[src/rtl/if_id_pipe_stage.sv]
// IF/ID elastic pipeline stage: valid/ready handshake, 2-entry skid buffer, flush-to-bubble.
// Optional perf counters (stall_cnt, flush_cnt) enabled by defining IFID_PERF_CNT_EN.
module if_id_pipe_stage #(
  parameter int unsigned PC_W         = 64,
  parameter int unsigned INSTR_W      = 32,
  parameter logic [31:0] BUBBLE_INSTR = 32'h00000013,
  parameter int unsigned CNT_W        = 16
) (
  input  logic               clk,
  input  logic               reset,
  input  logic               flush,
  input  logic               in_valid,
  output logic               in_ready,
  input  logic [PC_W-1:0]    in_pc,
  input  logic [INSTR_W-1:0] in_instr,
  output logic               out_valid,
  input  logic               out_ready,
  output logic [PC_W-1:0]    out_pc,
  output logic [INSTR_W-1:0] out_instr
`ifdef IFID_PERF_CNT_EN
  ,
  output logic [CNT_W-1:0]   stall_cnt,
  output logic [CNT_W-1:0]   flush_cnt
`endif
);

  localparam logic [INSTR_W-1:0] BUBBLE = INSTR_W'(BUBBLE_INSTR);

  if (PC_W < 1 || INSTR_W < 1 || CNT_W < 1) begin : g_bad_param
    $error("if_id_pipe_stage: PC_W, INSTR_W and CNT_W must be >= 1");
  end

  typedef enum logic [1:0] {
    EMPTY = 2'd0,
    ONE   = 2'd1,
    FULL  = 2'd2
  } occ_t;

  occ_t               state_q, state_n;
  logic [PC_W-1:0]    main_pc_q, main_pc_n;
  logic [INSTR_W-1:0] main_instr_q, main_instr_n;
  logic [PC_W-1:0]    skid_pc_q, skid_pc_n;
  logic [INSTR_W-1:0] skid_instr_q, skid_instr_n;
  logic               acc, deq;

  assign out_valid = (state_q != EMPTY);
  assign out_pc    = main_pc_q;
  assign out_instr = main_instr_q;
  assign acc       = in_valid & in_ready;
  assign deq       = out_valid & out_ready;

  always_comb begin
    state_n      = state_q;
    main_pc_n    = main_pc_q;
    main_instr_n = main_instr_q;
    skid_pc_n    = skid_pc_q;
    skid_instr_n = skid_instr_q;
    case (state_q)
      EMPTY: begin
        if (acc) begin
          state_n      = ONE;
          main_pc_n    = in_pc;
          main_instr_n = in_instr;
        end
      end
      ONE: begin
        if (acc && deq) begin
          main_pc_n    = in_pc;
          main_instr_n = in_instr;
        end else if (acc) begin
          state_n      = FULL;
          skid_pc_n    = in_pc;
          skid_instr_n = in_instr;
        end else if (deq) begin
          // Main drains to the bubble so out_* are defined whenever invalid.
          state_n      = EMPTY;
          main_pc_n    = '0;
          main_instr_n = BUBBLE;
        end
      end
      FULL: begin
        if (deq) begin
          state_n      = ONE;
          main_pc_n    = skid_pc_q;
          main_instr_n = skid_instr_q;
        end
      end
      default: begin
        state_n      = EMPTY;
        main_pc_n    = '0;
        main_instr_n = BUBBLE;
      end
    endcase
  end

  // in_ready is computed from the next occupancy and registered, so it never
  // depends combinationally on out_ready.
  always_ff @(posedge clk) begin
    if (reset || flush) begin
      state_q      <= EMPTY;
      in_ready     <= 1'b1;
      main_pc_q    <= '0;
      main_instr_q <= BUBBLE;
      skid_pc_q    <= '0;
      skid_instr_q <= '0;
    end else begin
      state_q      <= state_n;
      in_ready     <= (state_n != FULL);
      main_pc_q    <= main_pc_n;
      main_instr_q <= main_instr_n;
      skid_pc_q    <= skid_pc_n;
      skid_instr_q <= skid_instr_n;
    end
  end

`ifdef IFID_PERF_CNT_EN
  always_ff @(posedge clk) begin
    if (reset) begin
      stall_cnt <= '0;
      flush_cnt <= '0;
    end else begin
      if (out_valid && !out_ready && stall_cnt != '1) stall_cnt <= stall_cnt + 1'b1;
      if (flush && flush_cnt != '1) flush_cnt <= flush_cnt + 1'b1;
    end
  end
`endif

endmodule

[config.mk]
export PLATFORM = sky130hd
export DESIGN_NAME = if_id_pipe_stage
export DESIGN_NICKNAME = d
export VERILOG_FILES = /design/src/rtl/if_id_pipe_stage.sv
export SDC_FILE = /design/constraint.sdc
export NUM_CORES = 1
export LEC_CHECK = 0
export ABC_AREA = 1
export BUFFER_PORTS_ARGS = -buffer_cell sky130_fd_sc_hd__buf_2
export CORE_UTILIZATION = 59
export CTS_BUF_LIST = sky130_fd_sc_hd__clkbuf_8
export CTS_CLUSTER_SIZE = 25
export DETAILED_ROUTE_END_ITERATION = 10
export GPL_TIMING_DRIVEN = 0
export PLACE_DENSITY = 0.9
export REMOVE_ABC_BUFFERS = 1
export SLEW_MARGIN = 20
export SYNTH_ARGS = -nofsm -noshare
export SYNTH_HDL_FRONTEND = slang
export SYNTH_SLANG_ARGS = --single-unit
export TNS_END_PERCENT = 20
[constraint.sdc]
create_clock -name clk -period 2.5 [get_ports clk]
set_input_delay 0.125 -clock clk [delete_from_list [all_inputs] [get_ports clk]]
set_output_delay 0.125 -clock clk [all_outputs]
set_load 0.01 [all_outputs]
Word level (Yosys, flattened, before mapping)

Index checks and enable logic that the tools add are counted.

Muxes and demuxes: 18
Eq/ne operators: 7
Reductions and logical operators: 6
Bitwise logic cells: 3

Operators by type and width:

| kind                                                                   | number |
|---|---|
| 64-bit two-way mux                                                     | 5 |
| 64-bit one-hot mux with 3 select lines                                 | 1 |
| 32-bit two-way mux                                                     | 5 |
| 32-bit one-hot mux with 3 select lines                                 | 1 |
| 2-bit two-way mux                                                      | 5 |
| 2-bit != test (second input constant)                                  | 3 |
| 3-bit != test (second input constant)                                  | 2 |
| 2-bit one-hot mux with 3 select lines                                  | 1 |
| 4-bit AND reduction                                                    | 1 |
| 3-bit AND reduction                                                    | 1 |
| 1-bit AND                                                              | 2 |
| 2-bit by 1-bit equality test with 1-bit output (second input constant) | 1 |
| 2-bit equality test (second input constant)                            | 1 |
| 2-bit logical NOT                                                      | 1 |
| 2-bit nonzero test                                                     | 1 |
| 1-bit logical AND                                                      | 1 |
| 1-bit logical OR                                                       | 1 |
| 1-bit inverter                                                         | 1 |

Logic and storage cells: 40
Register bits after elaboration: 195
Input port bits: 101

Logic depth before layout (Yosys ltp)

Gate-level depths: netlist of the first run.

Depth in word-level cells: 7
Gate-level depth with buffers: 10
Gate-level depth less buffers: 8

Least setup slack after synthesis of the first run

OpenSTA, ideal clock, no wires.

Path type: register to register
Start: register state_q[1]
End: register main_instr_q[4] (netlist: out_instr[4])
Path slack: 1092 ps
Required time: 2370 ps
Cell stages (with the launch flop): 10
Buffers on the path: 3
Arrival time: 1278 ps
Path through: dfxtp_1 -> buf_4 -> nor2_2 -> inv_2 -> o21ai_4 -> inv_2 -> buf_6 -> buf_4 -> nand2_1 -> nand3_1

Longest elaborated chain between the ends: 5
Elaborated cells on any way between the ends: 13
Those cells by class: eq/ne: 6; mux: 2; bitwise: 1; reduce/logical: 4

Ends and longest elaborated chain:

| what                                                                                           | RTL line | text |
|---|---|---|
| start, declared                                                                                | 39       | `occ_t state_q, state_n;` |
| start signal, assigned                                                                         | 107      | `state_q <= state_n;` |
| 2-bit nonzero test *                                                                           | 46       | `assign out_valid = (state_q != EMPTY);` |
| named net out_valid                                                                            | 16       | `output logic out_valid,` |
| 1-bit AND *                                                                                    | 50       | `assign deq = out_valid & out_ready;` |
| 1-bit logical AND                                                                              | 67       | `if (acc && deq) begin` |
| 3-bit != test (no line) / 32-bit two-way mux (equally long branches)                           | --       |  |
| 4-bit AND reduction (no line) / 32-bit one-hot mux with 3 select lines (equally long branches) | --       |  |
| end signal, assigned                                                                           | 110      | `main_instr_q <= main_instr_n;` |
| end, declared                                                                                  | 41       | `logic [INSTR_W-1:0] main_instr_q, main_instr_n;` |

Mark *: on every way through the listed nets, which the timed path passes. The rest lies on a longest branch.
A chain may end at the register's enable or synchronous reset.

Worst setup path in the final report of the first run

Start: register state_q[1]
End: register main_instr_q[29] (netlist: out_instr[29])

Longest elaborated chain between the ends: 5
Elaborated cells on any way between the ends: 13
Those cells by class: eq/ne: 6; mux: 2; bitwise: 1; reduce/logical: 4

Ends and longest elaborated chain:

| what                                                                                           | RTL line |
|---|---|
| 2-bit nonzero test                                                                             | 46 |
| 1-bit AND                                                                                      | 50 |
| 1-bit logical AND                                                                              | 67 |
| 3-bit != test (no line) / 32-bit two-way mux (equally long branches)                           | -- |
| 4-bit AND reduction (no line) / 32-bit one-hot mux with 3 select lines (equally long branches) | -- |

Parallel ways exist; a longest one is shown, timed or not.

==> metrics, run 1 <==
Commonest cells post-synth nand2_1 (480), dfxtp_1 (195), a21oi_1 (189); vias in the first global route 8216; detailed-route wire length 23400 µm; DR pass1 iterations 6; worst path cell trace nor2_2, nor2_1, nand2_1, o21ai_4, buf_16, buf_16, buf_16, inv_6, buf_16, nand2_1, a21oi_1; cell family with most CP delay buffers and inverters; Crit path arrival time 2.75 ns; global placer's final weighted congestion 0.760; syn avg cell area 6.92 µm²; vias per cell 5.38; ys async rst share 0%; top cells by area, synth dfxtp_1 (48%), nand2_1 (22%), a21oi_1 (12%), o21ai_0 (6.1%), inv_1 (4.8%); Fmax 420 MHz; Synth area leader dfxtp_1; Crit. End Element flop; per-cell routed wire length 14.6 µm; FF+latch count, synth 195; hpwl dp 12500 µm; Die H 119 µm; TritonCTS clock tree done; clock root cell clkbuf_8; R2R Setup Slk 0.12 ns; Final Cycle Share 95.2%; grt ovf 0; RR Endpoint out_instr[29]; FF-to-FF Start state_q[1]; Synth Cell Area 8080 µm²; Antenna Nets Post-Route 0; core footprint 13300 µm²; Tot Pwr 6.47 mW; Via Count 8592; share of the synthesized area in the top cell type 48.3%; first-pass GRT wire length 37900 µm; CP Max Fanout 61; max_cap viols 0; Residual DRC 0; Post-Syn Instances 1168; initial antenna violation count 1; Slew Limit Fails 0; final non-filler cell total 1597; clk sinks 195; port buffer count 198; WP data required 2.87 ns; FF/Latch Area 3910 µm²; Leakage 4.66 nW; Hold Slack 0.0310 ns; RSZ-0062 raised after global routing no; register area share after synthesis 48.3%; CTS clk-pin slew, worst paths 0.10 ns; Starting Density 60.8%; post-layout util 79.8%; slew margin rel. 61.7%; R2R cell count 11; CP startpoint kind flop; ys flop type dfxtp_1; largest net degree at the start of global routing 82; beginning of the worst hold path in_instr[8]; minimum clock period 2.38 ns; dpl cells 1472; I/O pin count 199; share of layout cells above drive strength 1 17.8%; FILL cells 790; Post CTS Setup Buffer Count 0; final hold vios 0; post-place setup slack 0.0573 ns; Worst path slowest cell dfxtp_2; Synth Warn # 0; Post-synth EDFFs 0; clock tree buffer depth 2; WS Path Type reg -> reg; GRT Total Usage 32.9%; Clock Latency Late Sink 0.46 ns; Hold WC Path Type in -> reg; CTS Buf Count 17; final worst setup slack 0.120 ns; area of the multi-input gates 3360 µm²; Cell variety after synth 18; Iteration-0 DRC Markers 897; Layout Area Growth over Synthesis 31.4%; Slew @ Worst Pin 0.573 ns; Endpoint, Worst Hold out_instr[8]; Die W 119 µm; most common cell in the netlist nand2_1; # nets final 1508; most used cell, CP buf_16; Final Skew 0.00965 ns; H-tree levels 4; die footprint 14200 µm²; Max stage delay on crit path 0.38 ns; Final Setup Violations 0; status completed; crit path buf inv count 5; Worst VDD drop 480 µV; Pwr Density 610 nW/µm²; hold depth 5; Rows 42
-- worst max-delay path by stage --
stage / start / end / slack [ns] / cells after the start
detailed placement: state_q[1] / out_instr[14] / 0.06 / 11
global route: state_q[1] / out_instr[29] / 0.02 / 11
global placement: reset / out_instr[22] / -6.97 / 4
CTS: state_q[1] / out_pc[25] / 0.04 / 11
floorplan: reset / out_instr[10] / -2.16 / 3
finish: state_q[1] / out_instr[29] / 0.12 / 11
-- cells by family (layout without fill, tap and decap cells) --
kind of cell,Yosys count,count (layout),share of synthesized area (%)
AND/OR/NAND/NOR,493,493,23.1
AO/OA/AOI/OAI,291,291,18.2
flip-flops,195,195,48.3
buffers and inverters,189,441,10.4
other,0,1,0
-- cell type report --
type / instances / share of cell area, %
Sequential cell: 195 / 36.8
Multi-Input combinational cell: 784 / 31.7
Timing Repair Buffer: 303 / 21.0
Clock inverter: 13 / 2.09
Inverter: 106 / 3.84
Tap cell: 176 / 2.07
Antenna cell: 1 / 0.0236
Clock buffer: 19 / 2.46
-- cells in the final DEF, fill, tap and decap left out, types with 2 or more instances in the layout --
master / n
bufinv_16: 5
dlygate4sd3_1: 92
inv_4: 2
o22ai_1: 2
clkbuf_8: 19
a21oi_1: 189
dfxtp_1: 194
buf_16: 8
inv_6: 3
nand3_1: 4
buf_12: 5
inv_1: 102
nand2_1: 479
nor2_1: 5
clkinv_4: 4
o21ai_0: 98
buf_2: 198
-- registers in the layout, indices dropped and copies added, names as in the netlist --
signal,cells
skid_pc_q,64
out_instr,32
skid_instr_q,32
in_ready,1
state_q,2
out_pc,64
-- routing by layer --
layer	global-route usage [%]	part of all wire, %
met5	0	0
met1	38.4	39
met4	15.5	3.3
met2	57.4	50
met3	6.61	7.5
-- power breakdown --
group	internal, mW	switching, mW
Combinational	0.363	0.474
Clock	1.27	1.15
Sequential	3.18	0.0405
Total	4.80	1.67
-- per-stage QoR --
stage / instance area, µm² / setup TNS (ns)
floorplan: 7640 / -393.53
global placement: 8850 / -1022.47
detailed placement: 9200 / 0
CTS: 10600 / 0
global route: 10600 / 0
finish: 10600 / 0
-- timing repair --
action                     CTS  global route
hold endpoints to repair   153             0
resized for setup            0             2
hold buffers                92             0
setup endpoints to repair    0            61
-- tightest hold or removal path, stage by stage --
cell     delay (ns)
buf_2          0.11
nand2_1        0.06
nand2_1        0.05
nand2_1        0.05
a21oi_1        0.05
Power figures use the tool's default switching activity.
==> run 2: changes to the inputs <==
==> constraint.sdc (replaced) <==
create_clock -name clk -period 2.5 [get_ports clk]
set_input_delay 0.5 -clock clk [delete_from_list [all_inputs] [get_ports clk]]
set_output_delay 0.5 -clock clk [all_outputs]
set_load 0.01 [all_outputs]
==> run 2 against run 1 <==
  * Largest cell class unchanged
  * Die area stayed put
  * Sequential power is essentially flat
  * Combinational power down 17%
  * First-iteration DRC count fell by 30%
  * Global-route usage down 4.7 points
  * Register-to-register slack better by 0.06 ns
  * Sequential cell count is the same
  * Clock skew fell by 0.00087 ns
  * Sequential share of layout area grew 3.5 points
  * Power shrank 2.3%
  * Cell area shrank 8.7%
  * Critical endpoint is now out_instr[31]
==> metrics, run 2 (synthesis results as in run 1) <==
dpl cells 1472; largest net degree at the start of global routing 82; most frequent cells in the layout nand2_1 (479), buf_2 (198), dfxtp_1 (194); clock root cell clkbuf_8; post-layout util 72.9%; hpwl dp 12500 µm; Die H 119 µm; crit path launch state_q[1]; FF-to-FF Start state_q[1]; crit path buf inv count 5; vias in the first global route 7120; Worst VDD drop 465 µV; first-pass GRT wire length 32700 µm; Crit path arrival time 2.64 ns; Max stage delay on crit path 0.44 ns; commonest non-fill, non-tap cell in the layout nand2_1; Hold Slack 0.328 ns; per-cell routed wire length 13.2 µm; vias per cell 5.18; Final Skew 0.00879 ns; detailed-route wire length 19900 µm; R2R cell count 11; CP startpoint kind flop; Hold WC Path Type in -> reg; WS Path Type reg -> reg; Worst Setup EP out_instr[31]; CP Max Fanout 61; Starting Density 60.8%; Fmax 432 MHz; global placer's final weighted congestion 0.760; RR Endpoint out_instr[31]; Post CTS Setup Buffer Count 0; Layout Area Growth over Synthesis 20.0%; final non-filler cell total 1505; Leakage 4.28 nW; Area after DPL 9200 µm²; H-tree levels 4; Iteration-0 DRC Markers 632; FILL cells 1053; Via Count 7794; port buffer count 198; Residual DRC 0; TritonCTS clock tree done; Rows 42; clk sinks 195; minimum clock period 2.32 ns; Worst path slowest cell dfxtp_2; Final Setup Violations 0; Final Cycle Share 92.7%; die footprint 14200 µm²; cell family with most CP delay buffers and inverters; Setup TNS 0 ns; slew margin rel. 62.5%; CTS Buf Count 17; worst path cell trace nor2_2, nor2_1, nand2_1, o21ai_4, buf_16, buf_16, buf_16, inv_6, buf_16, nand2_1, a21oi_1; I/O pin count 199; Final Instance Area 9690 µm²; # nets final 1416; status completed; DR pass1 iterations 6; Slew Limit Fails 0; share of layout cells above drive strength 1 19.1%; initial antenna violation count 1; Slew @ Worst Pin 0.563 ns; clock tree buffer depth 2; R2R Setup Slk 0.18 ns; Pwr Density 652 nW/µm²; Antenna Nets Post-Route 0; core footprint 13300 µm²; final hold vios 0; grt ovf 0; WP data required 2.82 ns; cell depth of the worst setup path 11; GRT Total Usage 28.1%; max_cap viols 0; RSZ-0062 raised after global routing no; Crit. End Element flop; most used cell, CP buf_16; Clock Latency Late Sink 0.46 ns; Die W 119 µm; CTS clk-pin slew, worst paths 0.10 ns
==> run 2: cell count changes in the layout (fill, tap and decap cells not counted) <==
cell	before	now
dlygate4sd3_1	92	0
==> run 2: worst min-delay path by stage <==
stage          depth (start not counted)  slack, ns             from              end
6_report                               3       0.33        in_pc[36]    skid_pc_q[36]
5_1_grt                                3       0.32        in_pc[27]    skid_pc_q[27]
4_1_cts                                3       0.31        in_pc[27]    skid_pc_q[27]
3_5_place_dp                           2       0.43    skid_pc_q[57]    skid_pc_q[57]
3_3_place_gp                           2       0.43  skid_instr_q[4]  skid_instr_q[4]
2_1_floorplan                          2       0.42  skid_instr_q[4]  skid_instr_q[4]
==> run 2: layer usage <==
layer / vias up / share of wire [%] / global-route usage, %
met3: 39 / 7.6 / 6.80
li1: 3937 / - / -
met1: 3528 / 42 / 34.2
met4: 0 / 2.3 / 10.9
met2: 290 / 49 / 47.9
met5: - / 0 / 0
==> run 2: what timing repair did <==
item | in CTS | in global routing
hold buffers | 0 | 0
gates resized for setup | 0 | 2
endpoints found under the setup margin | 0 | 61
==> run 2: tightest hold or removal path: cells and delay by family <==
family                 cells  cell delay, ns
AO/OA/AOI/OAI              2            0.17
buffers and inverters      1            0.08
==> run 2: metrics by stage <==
step / setup slack (ns) / total power, mW
2_1_floorplan: -2.53 / 3.65
3_3_place_gp: -7.35 / 3.91
3_5_place_dp: -0.0937 / 3.98
4_1_cts: 0.0352 / 6.34
5_1_grt: 0.0201 / 6.57
6_report: 0.183 / 6.32
==> run 2: power by group <==
| group | internal (mW) | leakage, nW | switching, mW |
|---|---|---|---|
| logic | 0.269 | 2.46 | 0.429 |
| clock network | 1.26 | 0.239 | 1.14 |
| registers | 3.18 | 1.58 | 0.0374 |
==> run 2: cell type report <==
class,count,area [µm²],share of cell area [%]
clock inverter,13,221,2.28
clock buffer,19,262,2.70
sequential,195,3910,40.3
multi-input combinational,784,3360,34.7
antenna,1,2.50,0.0258
inverter,106,408,4.21
timing repair buffer,211,1310,13.5
tap,176,220,2.27
